**src/rtl/kgp_control_unit_pkg.sv**
```systemverilog
// Shared types and constants for the KGP-miniRISC multi-cycle control unit:
// state codes, instruction classes, ALU/branch function codes and the packed control word.
package kgp_control_unit_pkg;

  typedef enum logic [2:0] {
    ST_FETCH  = 3'd0,
    ST_DECODE = 3'd1,
    ST_EXEC   = 3'd2,
    ST_MEM    = 3'd3,
    ST_WB     = 3'd4,
    ST_HALT   = 3'd5
  } state_e;

  typedef enum logic [2:0] {
    CLS_R    = 3'd0,
    CLS_I    = 3'd1,
    CLS_LW   = 3'd2,
    CLS_SW   = 3'd3,
    CLS_BR   = 3'd4,
    CLS_HALT = 3'd5,
    CLS_ILL  = 3'd6
  } instr_class_e;

  localparam int OP_RTYPE  = 0;
  localparam int OP_ITYPE  = 1;
  localparam int OP_LW     = 2;
  localparam int OP_SW     = 3;
  localparam int OP_BRANCH = 4;

  localparam logic [5:0] HALT_OPCODE_DEFAULT = 6'h3F;

  localparam logic [3:0] ALU_ADD  = 4'd0;
  localparam logic [3:0] ALU_COMP = 4'd1;
  localparam logic [3:0] ALU_AND  = 4'd2;
  localparam logic [3:0] ALU_XOR  = 4'd3;
  localparam int         ALU_LAST = 10;

  localparam logic [3:0] BR_BR   = 4'd0;
  localparam logic [3:0] BR_BLTZ = 4'd1;
  localparam logic [3:0] BR_BZ   = 4'd2;
  localparam logic [3:0] BR_BNZ  = 4'd3;
  localparam logic [3:0] BR_BL   = 4'd4;
  localparam logic [3:0] BR_BCY  = 4'd5;
  localparam logic [3:0] BR_BNCY = 4'd6;

  localparam logic [1:0] REGW_NONE = 2'b00;
  localparam logic [1:0] REGW_ALU  = 2'b01;
  localparam logic [1:0] REGW_MEM  = 2'b10;

  localparam logic [1:0] RWMUX_PC  = 2'b00;
  localparam logic [1:0] RWMUX_MEM = 2'b01;
  localparam logic [1:0] RWMUX_ALU = 2'b10;

  typedef struct packed {
    logic       ir_write;
    logic       pc_write;
    logic [1:0] reg_write;
    logic       imm_mux_ctrl;
    logic       alu_mux_ctrl;
    logic [3:0] alu_op;
    logic       dmem_enable;
    logic       dmem_write_enable;
    logic [1:0] reg_write_mux_ctrl;
    logic [4:0] br_op;
    logic       instr_done;
    logic       illegal_instr;
    logic       halted;
  } ctrl_t;

endpackage

```
**src/rtl/kgp_control_unit_decode.sv**
```systemverilog
// Combinational instruction decoder: opcode/func -> instruction class, ALU function,
// branch op and illegal flag.
module kgp_control_unit_decode
  import kgp_control_unit_pkg::*;
#(
  parameter int             OPW         = 6,
  parameter int             FW          = 6,
  parameter logic [OPW-1:0] HALT_OPCODE = OPW'(HALT_OPCODE_DEFAULT)
) (
  input  logic [OPW-1:0] opcode,
  input  logic [FW-1:0]  func,
  output instr_class_e   instr_class,
  output logic [3:0]     alu_op,
  output logic [4:0]     br_op,
  output logic           illegal
);

  // Halt is tested first so a HALT_OPCODE that collides with a class opcode still halts.
  always_comb begin
    instr_class = CLS_ILL;
    alu_op      = ALU_ADD;
    br_op       = 5'b0;
    if (opcode == HALT_OPCODE) begin
      instr_class = CLS_HALT;
    end else if (opcode == OPW'(OP_RTYPE)) begin
      if (func <= FW'(ALU_LAST)) begin
        instr_class = CLS_R;
        alu_op      = func[3:0];
      end
    end else if (opcode == OPW'(OP_ITYPE)) begin
      instr_class = CLS_I;
      alu_op      = func[3:0];
    end else if (opcode == OPW'(OP_LW)) begin
      instr_class = CLS_LW;
    end else if (opcode == OPW'(OP_SW)) begin
      instr_class = CLS_SW;
    end else if (opcode == OPW'(OP_BRANCH)) begin
      if (func <= FW'(BR_BNCY)) begin
        instr_class = CLS_BR;
        br_op       = {1'b1, func[3:0]};
      end
    end
    illegal = (instr_class == CLS_ILL);
  end

endmodule

```
**src/rtl/kgp_control_unit.sv**
```systemverilog
// Multi-cycle control FSM for the KGP-miniRISC core. Every output is a flop loaded
// from the control word of the state being entered, so outputs track the current state.
module kgp_control_unit
  import kgp_control_unit_pkg::*;
#(
  parameter int             OPW         = 6,
  parameter int             FW          = 6,
  parameter logic [OPW-1:0] HALT_OPCODE = OPW'(HALT_OPCODE_DEFAULT)
) (
  input  logic           clk,
  input  logic           rst,
  input  logic [OPW-1:0] opcode,
  input  logic [FW-1:0]  func,
  output logic           ir_write,
  output logic           pc_write,
  output logic [1:0]     reg_write,
  output logic           imm_mux_ctrl,
  output logic           alu_mux_ctrl,
  output logic [3:0]     alu_op,
  output logic           dmem_enable,
  output logic           dmem_write_enable,
  output logic [1:0]     reg_write_mux_ctrl,
  output logic [4:0]     br_op,
  output logic           instr_done,
  output logic           illegal_instr,
  output logic           halted
);

  state_e         state_q, state_d;
  logic           first_q, first_d;
  logic [OPW-1:0] opcode_q, opcode_d;
  logic [FW-1:0]  func_q, func_d;
  ctrl_t          ctrl_q, ctrl_d;

  logic [OPW-1:0] dec_opcode;
  logic [FW-1:0]  dec_func;
  instr_class_e   dec_class;
  logic [3:0]     dec_alu_op;
  logic [4:0]     dec_br_op;
  logic           dec_illegal;
  logic           operand_class;

  // While leaving DECODE the live inputs are decoded so EXEC outputs can be registered
  // on the same edge that captures opcode/func; afterwards only the latched copy is used.
  assign dec_opcode = (state_q == ST_DECODE) ? opcode : opcode_q;
  assign dec_func   = (state_q == ST_DECODE) ? func   : func_q;

  kgp_control_unit_decode #(
    .OPW         (OPW),
    .FW          (FW),
    .HALT_OPCODE (HALT_OPCODE)
  ) u_decode (
    .opcode      (dec_opcode),
    .func        (dec_func),
    .instr_class (dec_class),
    .alu_op      (dec_alu_op),
    .br_op       (dec_br_op),
    .illegal     (dec_illegal)
  );

  assign operand_class = (dec_class == CLS_R)  || (dec_class == CLS_I) ||
                         (dec_class == CLS_LW) || (dec_class == CLS_SW);

  always_comb begin
    opcode_d = opcode_q;
    func_d   = func_q;
    if (state_q == ST_DECODE) begin
      opcode_d = opcode;
      func_d   = func;
    end
  end

  // first_q holds the machine in FETCH for one edge after reset so the fetch strobes are seen.
  always_comb begin
    state_d = state_q;
    first_d = 1'b0;
    if (first_q) begin
      state_d = ST_FETCH;
    end else begin
      unique case (state_q)
        ST_FETCH:  state_d = ST_DECODE;
        ST_DECODE: state_d = ST_EXEC;
        ST_EXEC: begin
          unique case (dec_class)
            CLS_R, CLS_I:   state_d = ST_WB;
            CLS_LW, CLS_SW: state_d = ST_MEM;
            CLS_HALT:       state_d = ST_HALT;
            default:        state_d = ST_FETCH;
          endcase
        end
        ST_MEM:    state_d = (dec_class == CLS_LW) ? ST_WB : ST_FETCH;
        ST_WB:     state_d = ST_FETCH;
        ST_HALT:   state_d = ST_HALT;
        default:   state_d = ST_FETCH;
      endcase
    end
  end

  always_comb begin
    ctrl_d = '0;
    if ((state_d == ST_EXEC || state_d == ST_MEM || state_d == ST_WB) && operand_class) begin
      ctrl_d.alu_op       = dec_alu_op;
      ctrl_d.alu_mux_ctrl = (dec_class != CLS_R);
      ctrl_d.imm_mux_ctrl = (dec_class == CLS_LW) || (dec_class == CLS_SW);
    end
    unique case (state_d)
      ST_FETCH: begin
        ctrl_d.ir_write = 1'b1;
        ctrl_d.pc_write = 1'b1;
      end
      ST_EXEC: begin
        if (dec_illegal) begin
          ctrl_d.illegal_instr = 1'b1;
          ctrl_d.instr_done    = 1'b1;
        end else if (dec_class == CLS_BR) begin
          ctrl_d.br_op      = dec_br_op;
          ctrl_d.pc_write   = 1'b1;
          ctrl_d.instr_done = 1'b1;
          if (dec_br_op[3:0] == BR_BL) begin
            ctrl_d.reg_write          = REGW_ALU;
            ctrl_d.reg_write_mux_ctrl = RWMUX_PC;
          end
        end
      end
      ST_MEM: begin
        ctrl_d.dmem_enable = 1'b1;
        if (dec_class == CLS_SW) begin
          ctrl_d.dmem_write_enable = 1'b1;
          ctrl_d.instr_done        = 1'b1;
        end
      end
      ST_WB: begin
        ctrl_d.instr_done = 1'b1;
        if (dec_class == CLS_LW) begin
          ctrl_d.reg_write          = REGW_MEM;
          ctrl_d.reg_write_mux_ctrl = RWMUX_MEM;
          ctrl_d.dmem_enable        = 1'b1;
        end else begin
          ctrl_d.reg_write          = REGW_ALU;
          ctrl_d.reg_write_mux_ctrl = RWMUX_ALU;
        end
      end
      ST_HALT: ctrl_d.halted = 1'b1;
      default: ;
    endcase
  end

  always_ff @(posedge clk or negedge rst) begin
    if (!rst) begin
      state_q  <= ST_FETCH;
      first_q  <= 1'b1;
      opcode_q <= '0;
      func_q   <= '0;
      ctrl_q   <= '0;
    end else begin
      state_q  <= state_d;
      first_q  <= first_d;
      opcode_q <= opcode_d;
      func_q   <= func_d;
      ctrl_q   <= ctrl_d;
    end
  end

  assign ir_write           = ctrl_q.ir_write;
  assign pc_write           = ctrl_q.pc_write;
  assign reg_write          = ctrl_q.reg_write;
  assign imm_mux_ctrl       = ctrl_q.imm_mux_ctrl;
  assign alu_mux_ctrl       = ctrl_q.alu_mux_ctrl;
  assign alu_op             = ctrl_q.alu_op;
  assign dmem_enable        = ctrl_q.dmem_enable;
  assign dmem_write_enable  = ctrl_q.dmem_write_enable;
  assign reg_write_mux_ctrl = ctrl_q.reg_write_mux_ctrl;
  assign br_op              = ctrl_q.br_op;
  assign instr_done         = ctrl_q.instr_done;
  assign illegal_instr      = ctrl_q.illegal_instr;
  assign halted             = ctrl_q.halted;

endmodule

```
**config.mk**
```make
export PLATFORM = sky130hd
export DESIGN_NAME = kgp_control_unit
export DESIGN_NICKNAME = d
export VERILOG_FILES = /design/src/rtl/kgp_control_unit_pkg.sv /design/src/rtl/kgp_control_unit_decode.sv /design/src/rtl/kgp_control_unit.sv
export SDC_FILE = /design/constraint.sdc
export NUM_CORES = 1
export LEC_CHECK = 0
export BUFFER_PORTS_ARGS = -buffer_cell sky130_fd_sc_hd__buf_2
export CAP_MARGIN = 0
export CORE_MARGIN = 2
export CORE_UTILIZATION = 45
export CTS_BUF_LIST = sky130_fd_sc_hd__clkbuf_4 sky130_fd_sc_hd__clkbuf_8 sky130_fd_sc_hd__clkbuf_16
export CTS_CLUSTER_DIAMETER = 60
export CTS_CLUSTER_SIZE = 20
export DETAILED_ROUTE_END_ITERATION = 8
export GPL_TIMING_DRIVEN = 0
export PLACE_DENSITY = 0.67
export SLEW_MARGIN = 20
export SYNTH_ARGS = -nofsm -noshare
export SYNTH_HDL_FRONTEND = slang
export SYNTH_SLANG_ARGS = --single-unit
```
**constraint.sdc**
```tcl
create_clock -name clk -period 5.3 [get_ports clk]
set_input_delay 1.06 -clock clk [delete_from_list [all_inputs] [get_ports clk]]
set_output_delay 1.06 -clock clk [all_outputs]
set_load 0.005 [all_outputs]
```
==> impl_metrics.py, run 1 <==
metrics = {
    "outcome": {
        "status": "finished, final reports clean",
    },
    "detailed_routing": {
        "highest_layer": "met4",
        "wl_met3_um": 258,
        "drc_errors": 0,
        "dr.pass1.iters": 5,
        "wl_met1_um": 1576,
        "routed_wl_um": 3747,
        "vias": 1458,
        "routed_via_density": 5.461,
        "wire_per_inst_um": 14.03,
        "met2_length_um": 1821,
        "first_iter_violations": 113,
        "antenna_left": 0,
    },
    "sta": {
        "finalMaxSlewViolations": 0,
        "fmax_mhz": 339.8,
        "hold_violations": 0,
        "rsz0062_at_grt": "no",
        "period_share_pct": 55.52,
        "fin_crit_ns": 2.943,
        "tns_ns": 0,
        "finClkSkew_ns": 0.008288,
        "worstMarginPinSlew_ns": 0.7626,
        "relSlewSlack_pct": 49.16,
        "setup_violations": 0,
    },
    "floorplanning": {
        "io_pins": 36,
        "die_h_um": 66.68,
        "initial_core_util_pct": 47.58,
        "dieArea_mm2": 0.004446,
        "rows": 22,
        "die_w_um": 66.68,
        "design.core.area_mm2": 0.003716,
    },
    "synth": {
        "ys_warn_count": 0,
        "synth_area_leader_cell": "dfrtp_1",
        "yosys.area.top_type_share_pct": 50.96,
        "ys.flop_type": "dfrtp_1",
        "async_flop_share_pct": 100.0,
        "netlist_instances": 175,
        "yosysUniqueCellTypes": 43,
        "post_synth.cell_area_avg_um2": 10.10,
        "ys_seq_area_share_pct": 52.44,
        "synth.most_common_cell": "nand2_1",
        "netlist_area_mm2": 0.001768,
        "synth.area.top_cells": "dfrtp_1 51%, nand2_1 8.3%, nor2_1 3.8%, nor4_2 2.8%, nand3_1 2.5%",
        "yosys-top-cells-count": "39 x nand2_1, 36 x dfrtp_1, 18 x nor2_1",
        "synth_edf_count": 0,
        "ys_ff_latch": 37,
    },
    "grt": {
        "first_global_vias": 1400,
        "grt_max_degree": 38,
        "antenna_found_initial": 0,
        "grt-ovfl-total": 0,
        "grt_use_total_pct": 19.08,
        "grt_pass1_wl_um": 6292,
    },
    "pwr": {
        "leakage_nw": 1.044,
        "vdd_ir_drop_max_v": 0.0001307,
        "powerDensity_mw_per_mm2": 348.8,
    },
    "run": {
        "drv_cap": 0,
    },
    "cells_and_area": {
        "diodes": 0,
        "synthToLayoutAreaGrowth_pct": 20.31,
        "final_nets": 232,
        "drive_gt1_share_pct": 28.77,
        "fillers": 345,
        "final_cells": 267,
    },
    "setup_path": {
        "slowest_delay_ns": 0.44,
        "worst_ep_required_time_ns": 5.48,
        "end_kind": "register",
        "path_max_fanout": 6,
        "startpoint_type": "primary input",
        "crit_path_top_delay_cell": "nor4_2",
        "cp_cell_sequence": "buf_2 > nor4_2 > nand4_4 > a221oi_4 > nor3_1 > a2111oi_4 > nor3_2 > nor4_1",
        "path_class": "in -> reg",
        "arrival_ns": 3.12,
    },
    "clocking": {
        "postCtsSetupBuffers": 0,
        "clkSinkCount": 37,
        "clockBufferDepth": 2,
        "root_buffer": "clkbuf_8",
        "cts_hold_buf": 0,
        "cts_made_buffers": 5,
        "clock_latency_ns": 0.29,
        "cts_tree": "done",
        "ctsResizeCount": 0,
        "cts.clk_slew.worst_paths_ns": 0.07,
        "cts.htree.levels": 2,
    },
    "worst_hold_path": {
        "hold_path.class": "reg -> reg",
    },
    "placement": {
        "dp_hpwl_um": 2866,
        "io_buffers": 35,
        "routabilityCongestion": 0.8646,
        "dp.cells": 259,
    },
}
[metrics by stage]
step / hold slack, ns / util (%) / instance area [um2] / power (mW) / setup slack, ns
final: 0.4853 / 57.24 / 2127 / 0.7418 / 2.357
after global routing: 0.5098 / 57.24 / 2127 / 0.7840 / 2.151
after CTS: 0.4860 / 57.24 / 2127 / 0.7458 / 2.364
after detailed placement: 0.4681 / 54.01 / 2007 / 0.4935 / 2.092
after global placement: 0.4618 / 54.01 / 2007 / 0.4864 / 2.118
after floorplan: 0.4470 / - / 1772 / 0.4429 / 2.468
[state kept, by name, summed over array words and instances (netlist names)]
name                cells
alu_mux_ctrl            1
first_q                 1
br_op                   5
opcode_q                6
illegal_instr           1
pc_write                1
reg_write_mux_ctrl      1
func_q                  6
dmem_enable             1
instr_done              1
alu_op                  4
state_q                 3
imm_mux_ctrl            1
dmem_write_enable       1
reg_write               2
ir_write                1
halted                  1
[report_power, final]
part	internal, mW	total (mW)	switching [mW]
Sequential	0.315	0.345	0.0303
Combinational	0.0515	0.144	0.0928
Clock	0.158	0.252	0.0938
Total	0.525	0.742	0.217
[logic make-up after synthesis]
logic type	after synthesis	share of synthesized area, %
AOI/OAI and AO/OA	21	11.33
DFF	37	52.44
muxes	1	0.5662
and+or+nand+nor	105	32.48
buffers and inverters	10	2.972
other	1	0.2121
[placed cells by master, fill, tap and decap left out, types with 3 or more instances in the layout]
| master | count |
|---|---|
| nor4_1 | 5 |
| and3_1 | 4 |
| nor3_1 | 3 |
| and2_1 | 3 |
| and4_1 | 3 |
| nand2_1 | 39 |
| nor2_1 | 18 |
| clkbuf_8 | 6 |
| nand4_1 | 4 |
| dfrtp_1 | 36 |
| o21ai_0 | 4 |
| nor4_2 | 4 |
| nand3_1 | 9 |
| a21oi_1 | 4 |
| clkbuf_1 | 3 |
| inv_1 | 4 |
| buf_2 | 35 |
[metal layers]
metal,global-route usage [%],vias to the layer above
li1,-,697
met1,22.60,701
met2,31.87,49
met3,5.405,11
met4,8.929,0
met5,0,-
[critical path: cells and delay by family]
| family | cells | cell delay (ns) |
|---|---|---|
| buffers and inverters | 1 | 0.13 |
| AOI/OAI and AO/OA | 2 | 0.75 |
| and+or+nand+nor | 5 | 1.18 |
[layout make-up]
type,instances,area (um2),share of cell area [%]
buffer,6,37.54,1.765
sequential,37,927.1,43.59
tap,48,60.06,2.824
multi-input combinational,129,792.0,37.24
inverter,4,15.01,0.7059
clock inverter,1,30.03,1.412
timing repair buffer,35,175.2,8.235
clock buffer,7,90.09,4.235
[path summary, 6_finish.rpt]
path                                  startpoint               endpoint  slack, ns  cells after the start
max in group asynchronous                    rst  opcode_q[4]$_DFF_PN0_       3.97                      1
hold / removal               func_q[4]$_DFF_PN0_    func_q[4]$_DFF_PN0_       0.49                      2
setup reg to reg           opcode_q[4]$_DFF_PN0_    alu_op[3]$_DFF_PN0_       2.78                      7
min in group asynchronous                    rst    func_q[3]$_DFF_PN0_       0.83                      1
hold reg to reg              func_q[4]$_DFF_PN0_    func_q[4]$_DFF_PN0_       0.49                      2
setup / recovery                       opcode[4]    alu_op[3]$_DFF_PN0_       2.36                      8
Power figures use the tool's default switching activity.
==> inputs of run 2 (changes only) <==
Settings changed: PLACE_DENSITY 0.67 to 0.7.
Clock period 5.3 ns to 2.5 ns, I/O delays scaled along.
==> impl_metrics.py, run 2 (same netlist as run 1, synthesis figures left out) <==
metrics = {
    "placement": {
        "io_buffers": 35,
        "dp_hpwl_um": 2721,
        "dpl-instance-area_mm2": 0.002007,
        "routabilityCongestion": 0.8501,
    },
    "cells_and_area": {
        "final_nets": 238,
        "fillers": 319,
        "drive_gt1_share_pct": 33.33,
        "final_common_cell": "nand2_1",
        "synthToLayoutAreaGrowth_pct": 28.10,
        "final_cell_mix": "39 x nand2_1, 35 x dfrtp_1, 35 x buf_2",
        "diodes": 0,
        "fin_area_mm2": 0.002265,
        "fin_util_pct": 60.94,
    },
    "sta": {
        "finClkSkew_ns": 0.006090,
        "period_share_pct": 95.66,
        "fmax_mhz": 418.2,
        "hold_ws_ns": 0.2852,
        "worstMarginPinSlew_ns": 0.7720,
        "fin_crit_ns": 2.391,
        "relSlewSlack_pct": 48.53,
        "finalMaxSlewViolations": 0,
        "setup_violations": 0,
        "hold_violations": 0,
    },
    "clocking": {
        "clockBufferDepth": 2,
        "cts_tree": "done",
        "root_buffer": "clkbuf_8",
        "cts_made_buffers": 5,
        "clkSinkCount": 37,
        "cts.clk_slew.worst_paths_ns": 0.07,
        "cts_hold_buf": 0,
        "cts.htree.levels": 2,
        "clock_latency_ns": 0.29,
    },
    "setup_path": {
        "worst_ep_required_time_ns": 2.66,
        "path_class": "reg -> reg",
        "startpoint_type": "register",
        "path_max_fanout": 6,
        "end_kind": "register",
        "arrival_ns": 2.55,
    },
    "outcome": {
        "status": "finished, final reports clean",
    },
    "pwr": {
        "clock_power_share_pct": 32.6,
        "internal_power_mw": 1.128,
        "share_comb_of_total_power_pct": 21.2,
        "powerDensity_mw_per_mm2": 716.4,
        "seqPwrFrac_pct": 46.2,
        "leakage_nw": 1.097,
        "switching_power_mw": 0.4948,
        "p_sw_share_pct": 30.50,
        "vdd_ir_drop_max_v": 0.0002924,
    },
    "detailed_routing": {
        "first_iter_violations": 57,
        "routed_via_density": 5.304,
        "drc_errors": 0,
        "dr.pass1.iters": 4,
        "vias": 1448,
        "routed_wl_um": 3800,
        "antenna_left": 0,
        "wire_per_inst_um": 13.92,
    },
    "worst_hold_path": {
        "hold_path.class": "in -> async",
    },
    "grt": {
        "grt_pass1_wl_um": 6078,
        "first_global_vias": 1309,
        "grt_max_degree": 38,
        "grt_use_total_pct": 18.52,
        "antenna_found_initial": 0,
        "grt-ovfl-total": 0,
    },
    "floorplanning": {
        "initial_core_util_pct": 47.58,
        "io_pins": 36,
        "rows": 22,
        "die_h_um": 66.68,
        "die_w_um": 66.68,
        "dieArea_mm2": 0.004446,
        "design.core.area_mm2": 0.003716,
    },
    "run": {
        "drv_cap": 0,
    },
}
[run 2: cell types whose count changed in the layout (fill, tap and decap cells not counted), sizes merged]
cell      delta
clkinvlp     +1
clkbuf       -1
buf          +6
[run 2: critical path, stage by stage, from the launching register on]
cell and delay (ns):
dfrtp_1 0.46, nor4_4 0.32, nand4_1 0.19, a221oi_4 0.41, buf_4 0.19, nor4_4 0.04
or2_1 0.26, nor3_4 0.29, nor4_1 0.09
[run 2: final timing paths]
check / from / endpoint / slack (ns) / cells past startpoint
setup / recovery: opcode_q[4]$_DFF_PN0_ / alu_op[0]$_DFF_PN0_ / 0.11 / 8
hold / removal: rst / alu_op[1]$_DFF_PN0_ / 0.29 / 1
setup reg to reg: opcode_q[4]$_DFF_PN0_ / alu_op[0]$_DFF_PN0_ / 0.11 / 8
hold reg to reg: func_q[4]$_DFF_PN0_ / func_q[4]$_DFF_PN0_ / 0.55 / 2
max in group asynchronous: rst / state_q[2]$_DFF_PN0_ / 1.67 / 1
min in group clk: func[4] / func_q[4]$_DFF_PN0_ / 0.43 / 3
[run 2: through the flow]
stage	cells	power, mW	TNS (ns)	worst slack (ns)
finish	273	1.622	0	0.1086
floorplan	176	0.9390	0	0.2282
CTS	267	1.573	0	0.0005151
global placement	259	1.034	-1.371	-0.1527
global route	273	1.714	-0.1888	-0.04019
detailed placement	259	1.039	-1.553	-0.1963
[run 2: power groups by stage]
stage / clock network [mW] / registers, mW / logic [mW]
3_5_place_dp: 0 / 0.739 / 0.300
6_report: 0.529 / 0.750 / 0.343
3_3_place_gp: 0 / 0.738 / 0.295
4_1_cts: 0.537 / 0.733 / 0.304
5_1_grt: 0.565 / 0.761 / 0.387
2_1_floorplan: 0 / 0.728 / 0.211
[run 2: area by class of cell]
type | instances | area [um2] | share of cell area (%)
clock buffer | 6 | 82.58 | 3.646
inverter | 4 | 15.01 | 0.6630
clock inverter | 2 | 37.54 | 1.657
sequential | 37 | 928.4 | 40.99
buffer | 6 | 37.54 | 1.657
timing repair buffer | 41 | 220.2 | 9.724
multi-input combinational | 129 | 883.3 | 39.01
tap | 48 | 60.06 | 2.652
[run 2: routing by layer]
metal / track usage (%) / share of wire [%] / up-vias
li1: - / - / 709
met1: 24.70 / 46 / 684
met2: 28.13 / 47 / 49
met3: 5.743 / 6.4 / 6
met4: 7.143 / 1.5 / 0
met5: 0 / 0 / -
[run 2: what timing repair did]
| item | CTS | global route |
|---|---|---|
| resized for setup | 1 | 13 |
| pin swaps | 0 | 7 |
| buffers inserted | 0 | 6 |
| endpoints found under the setup margin | 1 | 12 |
